### config.mk
export PLATFORM = sky130hd
export DESIGN_NAME = clk_div_prog
export DESIGN_NICKNAME = d
export VERILOG_FILES = /design/src/rtl/clk_div_prog.sv
export SDC_FILE = /design/constraint.sdc
export NUM_CORES = 1
export LEC_CHECK = 0
export BUFFER_PORTS_ARGS = -buffer_cell sky130_fd_sc_hd__buf_2
export CORE_MARGIN = 3
export CORE_UTILIZATION = 50
export CTS_BUF_LIST = sky130_fd_sc_hd__clkbuf_16
export DETAILED_ROUTE_END_ITERATION = 8
export PLACE_DENSITY_LB_ADDON = 0.05
export SETUP_SLACK_MARGIN = 0.3
export SYNTH_ARGS = -nofsm -noshare
export SYNTH_HDL_FRONTEND = slang
export SYNTH_SLANG_ARGS = --single-unit
### constraint.sdc
create_clock -name clk_in -period 5.4 [get_ports clk_in]
set_input_delay 0.54 -clock clk_in [delete_from_list [all_inputs] [get_ports clk_in]]
set_output_delay 0.54 -clock clk_in [all_outputs]
set_load 0.05 [all_outputs]
### src/rtl/clk_div_prog.sv
// Programmable glitch-free clock divider with separate high/low phase lengths,
// edge tick strobes, a one-deep staged config port and synchronous restart.
module clk_div_prog #(
    parameter int unsigned CNT_W      = 16,
    parameter int unsigned RESET_HIGH = 10,
    parameter int unsigned RESET_LOW  = 10,
    parameter logic        OUT_INIT   = 1'b1
) (
    input  logic             clk_in,
    input  logic             rst,
    input  logic             en,
    input  logic             restart,
    input  logic             cfg_valid,
    output logic             cfg_ready,
    input  logic [CNT_W-1:0] cfg_high,
    input  logic [CNT_W-1:0] cfg_low,
    output logic             clk_out,
    output logic             tick_rise,
    output logic             tick_fall
);

    localparam logic [CNT_W-1:0] RstHi = (RESET_HIGH == 0) ? CNT_W'(1) : CNT_W'(RESET_HIGH);
    localparam logic [CNT_W-1:0] RstLo = (RESET_LOW == 0) ? CNT_W'(1) : CNT_W'(RESET_LOW);

    logic [CNT_W-1:0] cnt_q, cnt_d;
    logic [CNT_W-1:0] hi_len_q, hi_len_d;
    logic [CNT_W-1:0] lo_len_q, lo_len_d;
    logic [CNT_W-1:0] sh_hi_q, sh_hi_d;
    logic [CNT_W-1:0] sh_lo_q, sh_lo_d;
    logic             pending_q, pending_d;
    logic             out_q, out_d;
    logic             tick_rise_q, tick_rise_d;
    logic             tick_fall_q, tick_fall_d;

    logic [CNT_W-1:0] len;
    logic [CNT_W-1:0] req_hi, req_lo;
    logic             xfer;
    logic             phase_end;

    always_ff @(posedge clk_in) begin
        if (rst) begin
            cnt_q       <= '0;
            hi_len_q    <= RstHi;
            lo_len_q    <= RstLo;
            sh_hi_q     <= RstHi;
            sh_lo_q     <= RstLo;
            pending_q   <= 1'b0;
            out_q       <= OUT_INIT;
            tick_rise_q <= 1'b0;
            tick_fall_q <= 1'b0;
        end else begin
            cnt_q       <= cnt_d;
            hi_len_q    <= hi_len_d;
            lo_len_q    <= lo_len_d;
            sh_hi_q     <= sh_hi_d;
            sh_lo_q     <= sh_lo_d;
            pending_q   <= pending_d;
            out_q       <= out_d;
            tick_rise_q <= tick_rise_d;
            tick_fall_q <= tick_fall_d;
        end
    end

    always_comb begin
        len       = out_q ? hi_len_q : lo_len_q;
        req_hi    = (cfg_high == '0) ? CNT_W'(1) : cfg_high;
        req_lo    = (cfg_low == '0) ? CNT_W'(1) : cfg_low;
        xfer      = cfg_valid && !pending_q;
        phase_end = (cnt_q == len - CNT_W'(1));

        cnt_d     = cnt_q;
        hi_len_d  = hi_len_q;
        lo_len_d  = lo_len_q;
        sh_hi_d   = sh_hi_q;
        sh_lo_d   = sh_lo_q;
        pending_d = pending_q;
        out_d     = out_q;

        if (xfer) begin
            sh_hi_d = req_hi;
            sh_lo_d = req_lo;
        end

        if (restart) begin
            cnt_d     = '0;
            out_d     = OUT_INIT;
            pending_d = 1'b0;
            // A config accepted in the restart cycle bypasses the shadow stage.
            if (xfer) begin
                hi_len_d = req_hi;
                lo_len_d = req_lo;
            end else if (pending_q) begin
                hi_len_d = sh_hi_q;
                lo_len_d = sh_lo_q;
            end
        end else begin
            if (xfer) begin
                pending_d = 1'b1;
            end
            if (en) begin
                if (phase_end) begin
                    cnt_d = '0;
                    out_d = !out_q;
                    // LOW->HIGH is the period boundary where staged lengths land.
                    if (!out_q && pending_q) begin
                        hi_len_d  = sh_hi_q;
                        lo_len_d  = sh_lo_q;
                        pending_d = 1'b0;
                    end
                end else begin
                    cnt_d = cnt_q + CNT_W'(1);
                end
            end
        end

        tick_rise_d = out_d && !out_q;
        tick_fall_d = !out_d && out_q;
    end

    always_comb begin
        clk_out   = out_q;
        tick_rise = tick_rise_q;
        tick_fall = tick_fall_q;
        cfg_ready = !pending_q;
    end

endmodule
-- Word level (Yosys, flattened, before mapping)
Cells that the tools add are included.
- register bits after elaboration: 84
- bits of input ports: 37
- output and inout bits: 4
- word-level logic and storage cells: 50
- add/subtract/negate cells: 2
- equal/unequal tests: 2
- multiplexer cells: 23
- reductions and logical operators: 14
- operators with widths (cell ; number):
    16-bit 2-to-1 mux ; 16
    16-bit logical NOT ; 2
    16-bit by 1-bit adder with 16-bit output, second input constant ; 1
    16-bit equality test ; 1
    16-bit by 1-bit subtractor with 16-bit output, second input constant ; 1
    1-bit 2-to-1 mux ; 7
    2-bit nonzero test ; 3
    1-bit logical AND ; 4
    4-bit AND reduction ; 1
    1-bit logical NOT ; 3
    3-bit by 1-bit inequality test with 1-bit output, second input constant ; 1
    2-bit OR reduction ; 1

-- Logic depth before layout (Yosys ltp)
Gate-level depths: netlist of the first run.
- depth after elaboration: 8
- gate-level depth with buffers: 15
- mapped depth without buffers: 10

-- Worst setup path after synthesis of the first run
OpenSTA, ideal clock, no wires.
- kind: register -> register
- start: register out_q (netlist: clk_out)
- end: register hi_len_q[15]
- setup time: 0.070 ns
- arrival: 4.228 ns
- data required time: 5.330 ns
- path slack: 1.102 ns
- cell stages (with the launch flop): 16
- path buffers: 5
- period minus slack after synthesis: 4.298 ns
- path through: dfxtp_1 > buf_4 > buf_4 > buf_1 > buf_4 > mux2i_1 > ha_1 > nor4b_1 > nor2_1 > xnor2_1 > or4_1 > a2111oi_4 > a41oi_4 > clkbuf_2 > or3_1 > a21oi_1
- cells in the longest elaborated chain, start to end: 5
- elaborated cells on any way between the ends: 8
- classes of those cells: 1 x add/sub; 1 x eq/ne; 1 x mux; 5 x reduce/logical
- ends and longest elaborated chain (element ; RTL line ; RTL):
    start, declared ; 31 ; logic out_q, out_d;
    start signal, assigned ; 58 ; out_q <= out_d;
    16-bit 2-to-1 mux ; 65 ; len = out_q ? hi_len_q : lo_len_q;
    16-bit by 1-bit subtractor with 16-bit output ; 69 ; phase_end = (cnt_q == len - CNT_W'(1));
    16-bit equality test ; 69 ;
    2-bit nonzero test (no line) ; - ;
    4-bit AND reduction (no line) (*) ; - ;
    end signal, assigned ; 43 ; hi_len_q <= RstHi;
    end signal, assigned ; 53 ; hi_len_q <= hi_len_d;
    end, declared ; 26 ; logic [CNT_W-1:0] hi_len_q, hi_len_d;
Mark *: on every way between the ends. The rest lies on a longest branch, timed or not.
A chain may end at the register's enable or synchronous reset.

-- Worst setup path in the final report of the first run
- start: register out_q (netlist: clk_out)
- end: register lo_len_q[5]
- cells in the longest elaborated chain, start to end: 5
- elaborated cells on any way between the ends: 8
- classes of those cells: 1 x add/sub; 1 x eq/ne; 1 x mux; 5 x reduce/logical
- ends and longest elaborated chain (element ; RTL line ; RTL):
    16-bit 2-to-1 mux ; 65 ;
    16-bit by 1-bit subtractor with 16-bit output ; 69 ;
    16-bit equality test ; 69 ;
    2-bit nonzero test (no line) ; - ;
    4-bit AND reduction (no line) (*) ; - ;
    end signal, assigned ; 44 ; lo_len_q <= RstLo;
    end signal, assigned ; 54 ; lo_len_q <= lo_len_d;
    end, declared ; 27 ; logic [CNT_W-1:0] lo_len_q, lo_len_d;
Marked as above.

==> results.json, run 1 <==
{
  "grt_pass1_wl_um": 18780,
  "power_frac_comb_pct": 11.1,
  "p_int_w": 0.001075,
  "max_stage_delay_ns": 0.97,
  "slew_headroom_pct": 22.12,
  "post_cts_resized": 0,
  "portBuffers": 40,
  "drtAntennaViolNets": 0,
  "clkLatencyLatePin_ns": 0.34,
  "fin_crit_ns": 4.628,
  "drc": 0,
  "cp-start-kind": "flop",
  "stdcell_count": 685,
  "grt_pass1_vias": 3642,
  "synth_seq_cells": 84,
  "synthTopCellsByArea": "dfxtp_1 (37%), mux2i_1 (10%), a21oi_1 (6.9%), nand2_1 (5.8%), xnor2_1 (4.4%)",
  "path_buf_inv": 0,
  "num-nets-final": 611,
  "synthDominantCellAreaShare_pct": 36.55,
  "syn_area_mm2": 0.004601,
  "synth_flop_cell": "dfxtp_1",
  "switchingPower_w": 0.0003964,
  "arrival_ns": 4.90,
  "clockBufferDepth": 2,
  "syn_nets": 594,
  "die_w_um": 101.9,
  "drive_gt1_share_pct": 13.17,
  "cts_root_buffer": "clkbuf_16",
  "slew_violations": 0,
  "cts_tree": "yes",
  "ios": 41,
  "yosys_warnings": 0,
  "avgSynthCellArea_um2": 8.289,
  "routed_wirelength_um": 11270,
  "cp.required_ns": 5.67,
  "placedCellCount": 669,
  "power_density_mw_per_mm2": 290.0,
  "synth_area_leader_cell": "dfxtp_1",
  "end_kind": "flop",
  "maxCapViolations": 0,
  "grt_max_degree": 73,
  "post_cts_buffers": 0,
  "hold_class": "primary input to flop",
  "p_leak_nw": 2.069,
  "drt-initial-drc-count": 184,
  "ys_types": 53,
  "start_util_pct": 51.99,
  "post-dp-hpwl_um": 7983,
  "ctsHtreeMaxLevel": 3,
  "fmaxAchievable_mhz": 216.1,
  "setup_tns_ns": 0,
  "core_region_area_mm2": 0.008848,
  "post-place-ws_ns": 0.8499,
  "period_share_pct": 85.71,
  "worstSetupPathType": "flop to flop",
  "crit_path_cell_trace": "mux2i_1 -> ha_1 -> nor4b_1 -> o21ai_1 -> o21ai_0 -> o2111ai_1 -> a2111oi_4 -> a41oi_4 -> or3_2 -> a21oi_1",
  "wire_per_inst_um": 16.45,
  "vias": 3908,
  "die_area_mm2": 0.01039,
  "netlist_instances": 555,
  "rsz0062_at_grt": "false",
  "die-height_um": 101.9,
  "ir_worst_vdd_mv": 0.1544,
  "holdBufCountCts": 0,
  "cts.sinks": 84,
  "grt_usage_pct": 22.83,
  "grt-ovfl-total": 0,
  "synth_commonest_cells": "dfxtp_1 (84), nand2_1 (71), a21oi_1 (63)",
  "finish.utilization_pct": 57.34,
  "cts_buffers": 9,
  "outcome": "completed",
  "setup_viol": 0,
  "synth.most_common_cell": "dfxtp_1",
  "synth_edf_count": 0,
  "cp_max_fo": 53,
  "hold_viol": 0,
  "firstDrtPassIters": 4,
  "gp_congestion": 0.9246,
  "synth_async_sr_flop_share_pct": 0,
  "worst_pin_slew_ns": 1.164,
  "rows": 34,
  "swShare_pct": 26.94,
  "nFillCells": 881,
  "antenna_found_initial": 0,
  "cpLargestDelayFamily": "compound AO/OA/AOI/OAI gates",
  "ff2ff_setup_slack_ns": 0.77,
  "viasPerCell": 5.705,
  "worst_slack_ns": 0.7718,
  "seq_area_frac_synth_pct": 36.55,
  "num_antenna_cells": 0,
  "clock_skew_ns": 0.006429,
  "seq_power_share_pct": 45.1,
  "slowest_stage": "dfxtp_2",
  "area_growth_pct": 10.28,
  "clk_pin_slew_ns": 0.07,
  "power_frac_clock_pct": 43.8
}
==> worst reg2reg max path, cell delays in order (launching register included) <==
cell and delay (ns):
dfxtp_2 0.97, mux2i_1 0.36, ha_1 0.24, nor4b_1 0.34
o21ai_1 0.28, o21ai_0 0.26, o2111ai_1 0.20, a2111oi_4 0.48
a41oi_4 0.58, or3_2 0.70, a21oi_1 0.14
==> per-layer routing <==
| layer | share of wire, % | track usage [%] | vias up |
|---|---|---|---|
| li1 | - | - | 2009 |
| met1 | 48 | 31.82 | 1832 |
| met2 | 47 | 36.77 | 58 |
| met3 | 4.0 | 4.096 | 9 |
| met4 | 0.96 | 5.752 | 0 |
| met5 | 0 | 0 | - |
==> cell usage in the layout (no fill, tap or decap), types with 3 or more instances in the layout <==
master and instances:
xnor2_1 23, inv_1 3, and3_1 6, nand4_1 6, nor4b_1 4, clkbuf_16 9
buf_4 4, dfxtp_1 83, o22ai_1 3, or3_1 24, buf_2 40, nand3_1 11
nand3b_1 4, nor3_1 14, or3_2 3, xor2_1 15, nor4_1 13, a21oi_1 62
nand2b_1 4, nand2_1 71, a211oi_1 6, mux2i_1 48, nor2b_1 3, o21ai_0 32
nor3b_1 4, nor2_1 44
==> registers in the layout, indices dropped and copies added (netlist names) <==
signal	flops
sh_hi_q	16
clk_out	1
pending_q	1
cnt_q	16
sh_lo_q	16
tick_fall	1
hi_len_q	16
lo_len_q	16
tick_rise	1
==> power groups by stage <==
stage                     Sequential [W]  Clock (W)  Combinational, W
after detailed placement        0.000677          0          0.000164
after global routing            0.000666   0.000684          0.000183
final                           0.000663   0.000645          0.000164
after CTS                       0.000663   0.000660          0.000165
after global placement          0.000676          0          0.000160
after floorplan                 0.000670          0          0.000121
==> kinds of logic (layout without fill, tap and decap cells) <==
| family | Yosys count | after routing | synth area share (%) |
|---|---|---|---|
| flip-flops | 84 | 84 | 36.55 |
| AND/OR/NAND/NOR | 221 | 221 | 24.12 |
| multiplexers | 50 | 50 | 10.93 |
| buffers and inverters | 41 | 63 | 4.786 |
| AO/OA/AOI/OAI | 119 | 119 | 15.83 |
| XOR/XNOR | 38 | 38 | 7.234 |
| adder cells (fa/ha/maj) | 2 | 2 | 0.5438 |
==> final cells by class <==
| class | instances | area, um2 | share of cell area, % |
|---|---|---|---|
| multi-input combinational | 430 | 2705 | 53.32 |
| sequential | 84 | 1683 | 33.17 |
| timing repair buffer | 44 | 230.2 | 4.538 |
| clock buffer | 9 | 225.2 | 4.439 |
| tap | 108 | 135.1 | 2.663 |
| clock inverter | 7 | 83.83 | 1.652 |
| inverter | 3 | 11.26 | 0.2219 |
==> through the flow <==
stage | total power (W) | cell area, um2 | hold slack (ns)
final | 0.001471 | 5074 | 0.4341
after global routing | 0.001533 | 5074 | 0.4439
after CTS | 0.001487 | 5074 | 0.4264
after detailed placement | 0.0008414 | 4765 | 0.4472
after global placement | 0.0008363 | 4765 | 0.4416
after floorplan | 0.0007911 | 4601 | 0.4360
==> final timing paths <==
check                           startpoint  depth (start not counted)                  endpoint
setup / recovery        clk_out$_SDFF_PP1_                         10  lo_len_q[5]$_SDFFE_PP0P_
hold / removal                 cfg_high[1]                          3   sh_hi_q[1]$_SDFFE_PP1P_
setup reg to reg        clk_out$_SDFF_PP1_                         10  lo_len_q[5]$_SDFFE_PP0P_
hold reg to reg   sh_hi_q[10]$_SDFFE_PP0P_                          2  sh_hi_q[10]$_SDFFE_PP0P_
No activity file was read; power rests on OpenSTA's default activity.
==> inputs of run 2 (changes only) <==
--- a/config.mk
+++ b/config.mk
@@ -6,10 +6,12 @@
 export NUM_CORES = 1
 export LEC_CHECK = 0
 export BUFFER_PORTS_ARGS = -buffer_cell sky130_fd_sc_hd__buf_2
+export CAP_MARGIN = 30
 export CORE_MARGIN = 3
 export CORE_UTILIZATION = 50
 export CTS_BUF_LIST = sky130_fd_sc_hd__clkbuf_16
 export DETAILED_ROUTE_END_ITERATION = 8
+export MAX_ROUTING_LAYER = met4
 export PLACE_DENSITY_LB_ADDON = 0.05
 export SETUP_SLACK_MARGIN = 0.3
 export SYNTH_ARGS = -nofsm -noshare
==> run 2 against run 1 <==
Against the previous run: register-to-register slack improved by 0.22 ns; final cell count grew 0.29%; sequential share of layout area down 0.36 points; sequential power about the same; critical path type unchanged; via count up 0.61%; final area grew 1.1%; combinational power up 3%; wire length decreased by 1.3%.
==> results.json, run 2 (synthesis gave the netlist of run 1 again) <==
{
  "vias": 3932,
  "cp-start-kind": "flop",
  "clock_skew_ns": 0.008393,
  "nFillCells": 881,
  "routed_wirelength_um": 11130,
  "fmaxAchievable_mhz": 227.0,
  "core_region_area_mm2": 0.008848,
  "die_w_um": 101.9,
  "fin_crit_ns": 4.404,
  "max_stage_delay_ns": 0.95,
  "grt_pass1_vias": 3668,
  "period_share_pct": 81.56,
  "ios": 41,
  "power_density_mw_per_mm2": 287.4,
  "antenna_found_initial": 0,
  "p_leak_nw": 2.094,
  "slew_violations": 0,
  "die-height_um": 101.9,
  "setup_viol": 0,
  "grt_pass1_wl_um": 18730,
  "num-nets-final": 613,
  "grt_use_met3_pct": 4.437,
  "final_cell_mix": "dfxtp_1 (83), nand2_1 (71), a21oi_1 (62), mux2i_1 (48), nor2_1 (44)",
  "setup_tns_ns": 0,
  "grt_usage_pct": 23.38,
  "place_area_mm2": 0.004820,
  "arrival_ns": 4.66,
  "rsz0062_at_grt": "false",
  "drive_gt1_share_pct": 13.47,
  "slew_headroom_pct": 36.27,
  "clk_pin_slew_ns": 0.07,
  "drtAntennaViolNets": 0,
  "outcome": "completed",
  "die_area_mm2": 0.01039,
  "cts.sinks": 84,
  "maxCapViolations": 0,
  "drt-initial-drc-count": 160,
  "crit_path_cell_trace": "or4b_1 -> a2bb2o_4 -> o31a_1 -> or4_4 -> a2111oi_4 -> a41oi_4 -> buf_16 -> or3_2 -> a21oi_1",
  "hold_class": "primary input to flop",
  "slowest_stage": "dfxtp_2",
  "drc": 0,
  "fin_area_mm2": 0.005129,
  "holdBufCountCts": 0,
  "clkLatencyLatePin_ns": 0.34,
  "cp_max_fo": 48,
  "firstDrtPassIters": 4,
  "rows": 34,
  "worst_pin_slew_ns": 0.9559,
  "grt-ovfl-total": 0,
  "clockBufferDepth": 2,
  "wire_per_inst_um": 16.20,
  "gp_congestion": 0.9353,
  "end_kind": "flop",
  "use_met2_pct": 36.27,
  "ir_worst_vdd_mv": 0.1579,
  "viasPerCell": 5.723,
  "cp.required_ns": 5.66,
  "use_met1_pct": 32.11,
  "cts_tree": "yes",
  "post-dp-hpwl_um": 8000,
  "post_cts_resized": 0,
  "ctsHtreeMaxLevel": 3,
  "area_growth_pct": 11.48,
  "cts_buffers": 9,
  "grt_busiest_layer": "met2",
  "hold_viol": 0,
  "grt_max_degree": 73,
  "start_util_pct": 51.99,
  "cts_root_buffer": "clkbuf_16",
  "path_buf_inv": 1,
  "post_cts_buffers": 0,
  "portBuffers": 40,
  "cpLargestDelayFamily": "compound AO/OA/AOI/OAI gates",
  "final_common_cell": "dfxtp_1",
  "num_antenna_cells": 0,
  "worstSetupPathType": "flop to flop"
}
-- run 2: cell count changes in the layout (fill, tap and decap cells not counted) --
cell	before	now
buf_16	0	2
-- run 2: per-layer routing --
metal,routed length [um],up-vias
met4,75,0
met5,0,-
met1,5333,1834
li1,-,2008
met3,481,9
met2,5236,81
-- run 2: cell type report --
cell class	instances	area, um2	area share, %
inverter	3	11.26	0.2196
multi-input combinational	430	2705	52.74
sequential	84	1683	32.81
timing repair buffer	46	285.3	5.562
clock buffer	9	225.2	4.391
tap	108	135.1	2.635
clock inverter	7	83.83	1.635
-- run 2: worst register-to-register path, delay by kind of cell, from the launching register on --
kind / cells / cell delay, ns
simple gates: 3 / 1.55
compound gates: 5 / 1.55
flops: 1 / 0.95
buf+inv: 1 / 0.27
-- run 2: stage by stage --
stage                     total power [W]  hold WS (ns)  cells  setup WS [ns]  utilization (%)
final                            0.001474        0.4546    687         0.9956            57.96
after global routing             0.001535        0.4580    687         0.7002            57.96
after CTS                        0.001489        0.4409    687          1.031            57.96
after detailed placement        0.0008466        0.4472    671          1.046            54.47
after global placement          0.0008365        0.4415    669         0.9635            53.85
after floorplan                 0.0007911        0.4360    555          1.102                -
-- run 2: path summary, 6_finish.rpt --
check        slack, ns               startpoint                  endpoint  cells after the start
max                1.0       clk_out$_SDFF_PP1_  lo_len_q[5]$_SDFFE_PP0P_                      9
min reg2reg       0.45  sh_hi_q[9]$_SDFFE_PP0P_   sh_hi_q[9]$_SDFFE_PP0P_                      2
max reg2reg        1.0       clk_out$_SDFF_PP1_  lo_len_q[5]$_SDFFE_PP0P_                      9
min               0.45               cfg_low[5]   sh_lo_q[5]$_SDFFE_PP0P_                      3
-- run 2: power by group --
part	total, W	switching, W	internal (W)
clock	0.000641	0.000274	0.000368
combinational	0.000169	0.000101	0.0000688
sequential	0.000663	0.0000195	0.000643
total	0.00147	0.000394	0.00108
==> inputs of run 3 (changes only) <==
==> constraint.sdc (replaced) <==
create_clock -name clk_in -period 4.35 [get_ports clk_in]
set_input_delay 0.435 -clock clk_in [delete_from_list [all_inputs] [get_ports clk_in]]
set_output_delay 0.435 -clock clk_in [all_outputs]
set_load 0.05 [all_outputs]
==> run 3 against run 2 <==
Against the previous run: die area did not move; sequential share of layout area shrank 0.11 points; critical endpoint unchanged; via count grew 1.3%; highest routed layer unchanged; critical path depth increased by 2; clock power grew 16%; maximum frequency increased by 18%; first-iteration DRC count grew 48%.
==> results.json, run 3 (synthesis gave the netlist of run 1 again) <==
{
  "outcome": "completed",
  "clock_skew_ns": 0.008618,
  "slew_violations": 0,
  "grt-ovfl-total": 0,
  "maxCapViolations": 0,
  "num_antenna_cells": 0,
  "arrival_ns": 4.00,
  "cp-start-kind": "flop",
  "cp_max_fo": 53,
  "hold_class": "primary input to flop",
  "setup_viol": 0,
  "num-nets-final": 618,
  "cp.required_ns": 4.62,
  "grt_pass1_wl_um": 19070,
  "switchingPower_w": 0.0005000,
  "clk_pin_slew_ns": 0.07,
  "core_region_area_mm2": 0.008848,
  "drt-initial-drc-count": 236,
  "clockBufferDepth": 2,
  "gp_congestion": 0.8915,
  "power_frac_clock_pct": 41.6,
  "area_growth_pct": 12.02,
  "whs_ns": 0.3379,
  "p_leak_nw": 2.097,
  "die_w_um": 101.9,
  "ctsHtreeMaxLevel": 3,
  "viasPerCell": 5.754,
  "holdCritStartpoint": "cfg_high[1]",
  "min_path_cells": 3,
  "final_common_cell": "dfxtp_1",
  "start_util_pct": 51.99,
  "cts_root_buffer": "clkbuf_16",
  "r2r-start": "clk_out$_SDFF_PP1_",
  "power_frac_comb_pct": 12.2,
  "rsz0062_at_grt": "false",
  "drc": 0,
  "p_int_w": 0.001282,
  "post-dp-hpwl_um": 8138,
  "swShare_pct": 28.06,
  "end_kind": "flop",
  "drtAntennaViolNets": 0,
  "ios": 41,
  "power_density_mw_per_mm2": 345.7,
  "grt_usage_pct": 23.94,
  "slew_headroom_pct": 51.32,
  "die_area_mm2": 0.01039,
  "worstSetupPathType": "flop to flop",
  "vias": 3982,
  "fmaxAchievable_mhz": 267.9,
  "grt_max_degree": 72,
  "cts_buffers": 9,
  "period_share_pct": 85.82,
  "firstDrtPassIters": 5,
  "setup_tns_ns": 0,
  "worst_pin_slew_ns": 0.7302,
  "fin_crit_ns": 3.733,
  "grt_pass1_vias": 3707,
  "ff2ff_setup_slack_ns": 0.62,
  "clkLatencyLatePin_ns": 0.34,
  "wire_per_inst_um": 16.52,
  "portBuffers": 40,
  "seq_power_share_pct": 46.1,
  "r2r_cells": 11,
  "antenna_found_initial": 0,
  "ir_worst_vdd_mv": 0.2352,
  "hold_viol": 0,
  "final_cell_mix": "dfxtp_1 (83), nand2_1 (71), a21oi_1 (62), mux2i_1 (48), nor2_1 (44)",
  "die-height_um": 101.9,
  "power_w": 0.001782,
  "cts_tree": "yes",
  "worstHoldEndpoint": "sh_hi_q[1]$_SDFFE_PP1P_",
  "r2r-end": "lo_len_q[5]$_SDFFE_PP0P_",
  "cts.sinks": 84,
  "routed_wirelength_um": 11430,
  "drive_gt1_share_pct": 14.55,
  "rows": 34
}
==> run 3: cell type report <==
class | instances | area, um2
fillers | 817 | 3695
inverters | 3 | 11.26
multi-input cells | 430 | 2715
repair buffers | 51 | 322.8
clock inverters | 7 | 58.81
flip-flops and latches | 84 | 1685
well taps | 108 | 135.1
clock buffers | 9 | 225.2
==> run 3: what timing repair did <==
item / in CTS / in global routing
resized for setup: 0 / 3
setup buffers: 0 / 1
endpoints found under the setup margin: 0 / 28
hold buffers: 0 / 0
==> run 3: worst max-delay path, stage by stage (launching register included) <==
cell,delay [ns]
dfxtp_4,0.50
mux2i_1,0.30
ha_1,0.24
nor4bb_1,0.37
nor2_1,0.11
xnor2_1,0.14
or4_1,0.56
a2111oi_4,0.35
a41oi_4,0.16
buf_4,0.28
or3_2,0.49
a21oi_1,0.14
==> run 3: layer usage <==
metal  vias to the layer above  GRT usage (%)  part of all wire [%]
li1                       2023              -                     -
met1                      1868          33.47                    49
met2                        85          36.82                    46
met3                         6          3.481                   4.1
met4                         0          5.449                  0.97
met5                         -              -                     0
==> run 3: stage by stage <==
step	setup slack, ns	util (%)	cell area [um2]	cells
2_1_floorplan	0.4062	-	4603	555
3_3_place_gp	0.5874	54.19	4795	673
3_5_place_dp	0.4933	54.81	4850	675
4_1_cts	0.4774	58.02	5134	691
5_1_grt	0.3469	58.24	5154	692
6_report	0.6168	58.24	5154	692
==> run 3: power groups by stage <==
stage | Clock [W] | Combinational [W] | Sequential (W)
finish | 0.000742 | 0.000218 | 0.000822
global route | 0.000786 | 0.000242 | 0.000826
global placement | 0 | 0.000203 | 0.000839
CTS | 0.000758 | 0.000215 | 0.000822
detailed placement | 0 | 0.000214 | 0.000840
floorplan | 0 | 0.000150 | 0.000832
==> run 3: worst max-delay path by stage <==
| stage | startpoint | end | slack, ns |
|---|---|---|---|
| 6_report | clk_out$_SDFF_PP1_ | lo_len_q[5]$_SDFFE_PP0P_ | 0.62 |
| 5_1_grt | clk_out$_SDFF_PP1_ | lo_len_q[5]$_SDFFE_PP0P_ | 0.35 |
| 4_1_cts | clk_out$_SDFF_PP1_ | lo_len_q[5]$_SDFFE_PP0P_ | 0.48 |
| 3_5_place_dp | clk_out$_SDFF_PP1_ | lo_len_q[5]$_SDFFE_PP0P_ | 0.49 |
| 3_3_place_gp | clk_out$_SDFF_PP1_ | lo_len_q[5]$_SDFFE_PP0P_ | 0.59 |
| 2_1_floorplan | clk_out$_SDFF_PP1_ | hi_len_q[15]$_SDFFE_PP0P_ | 0.41 |
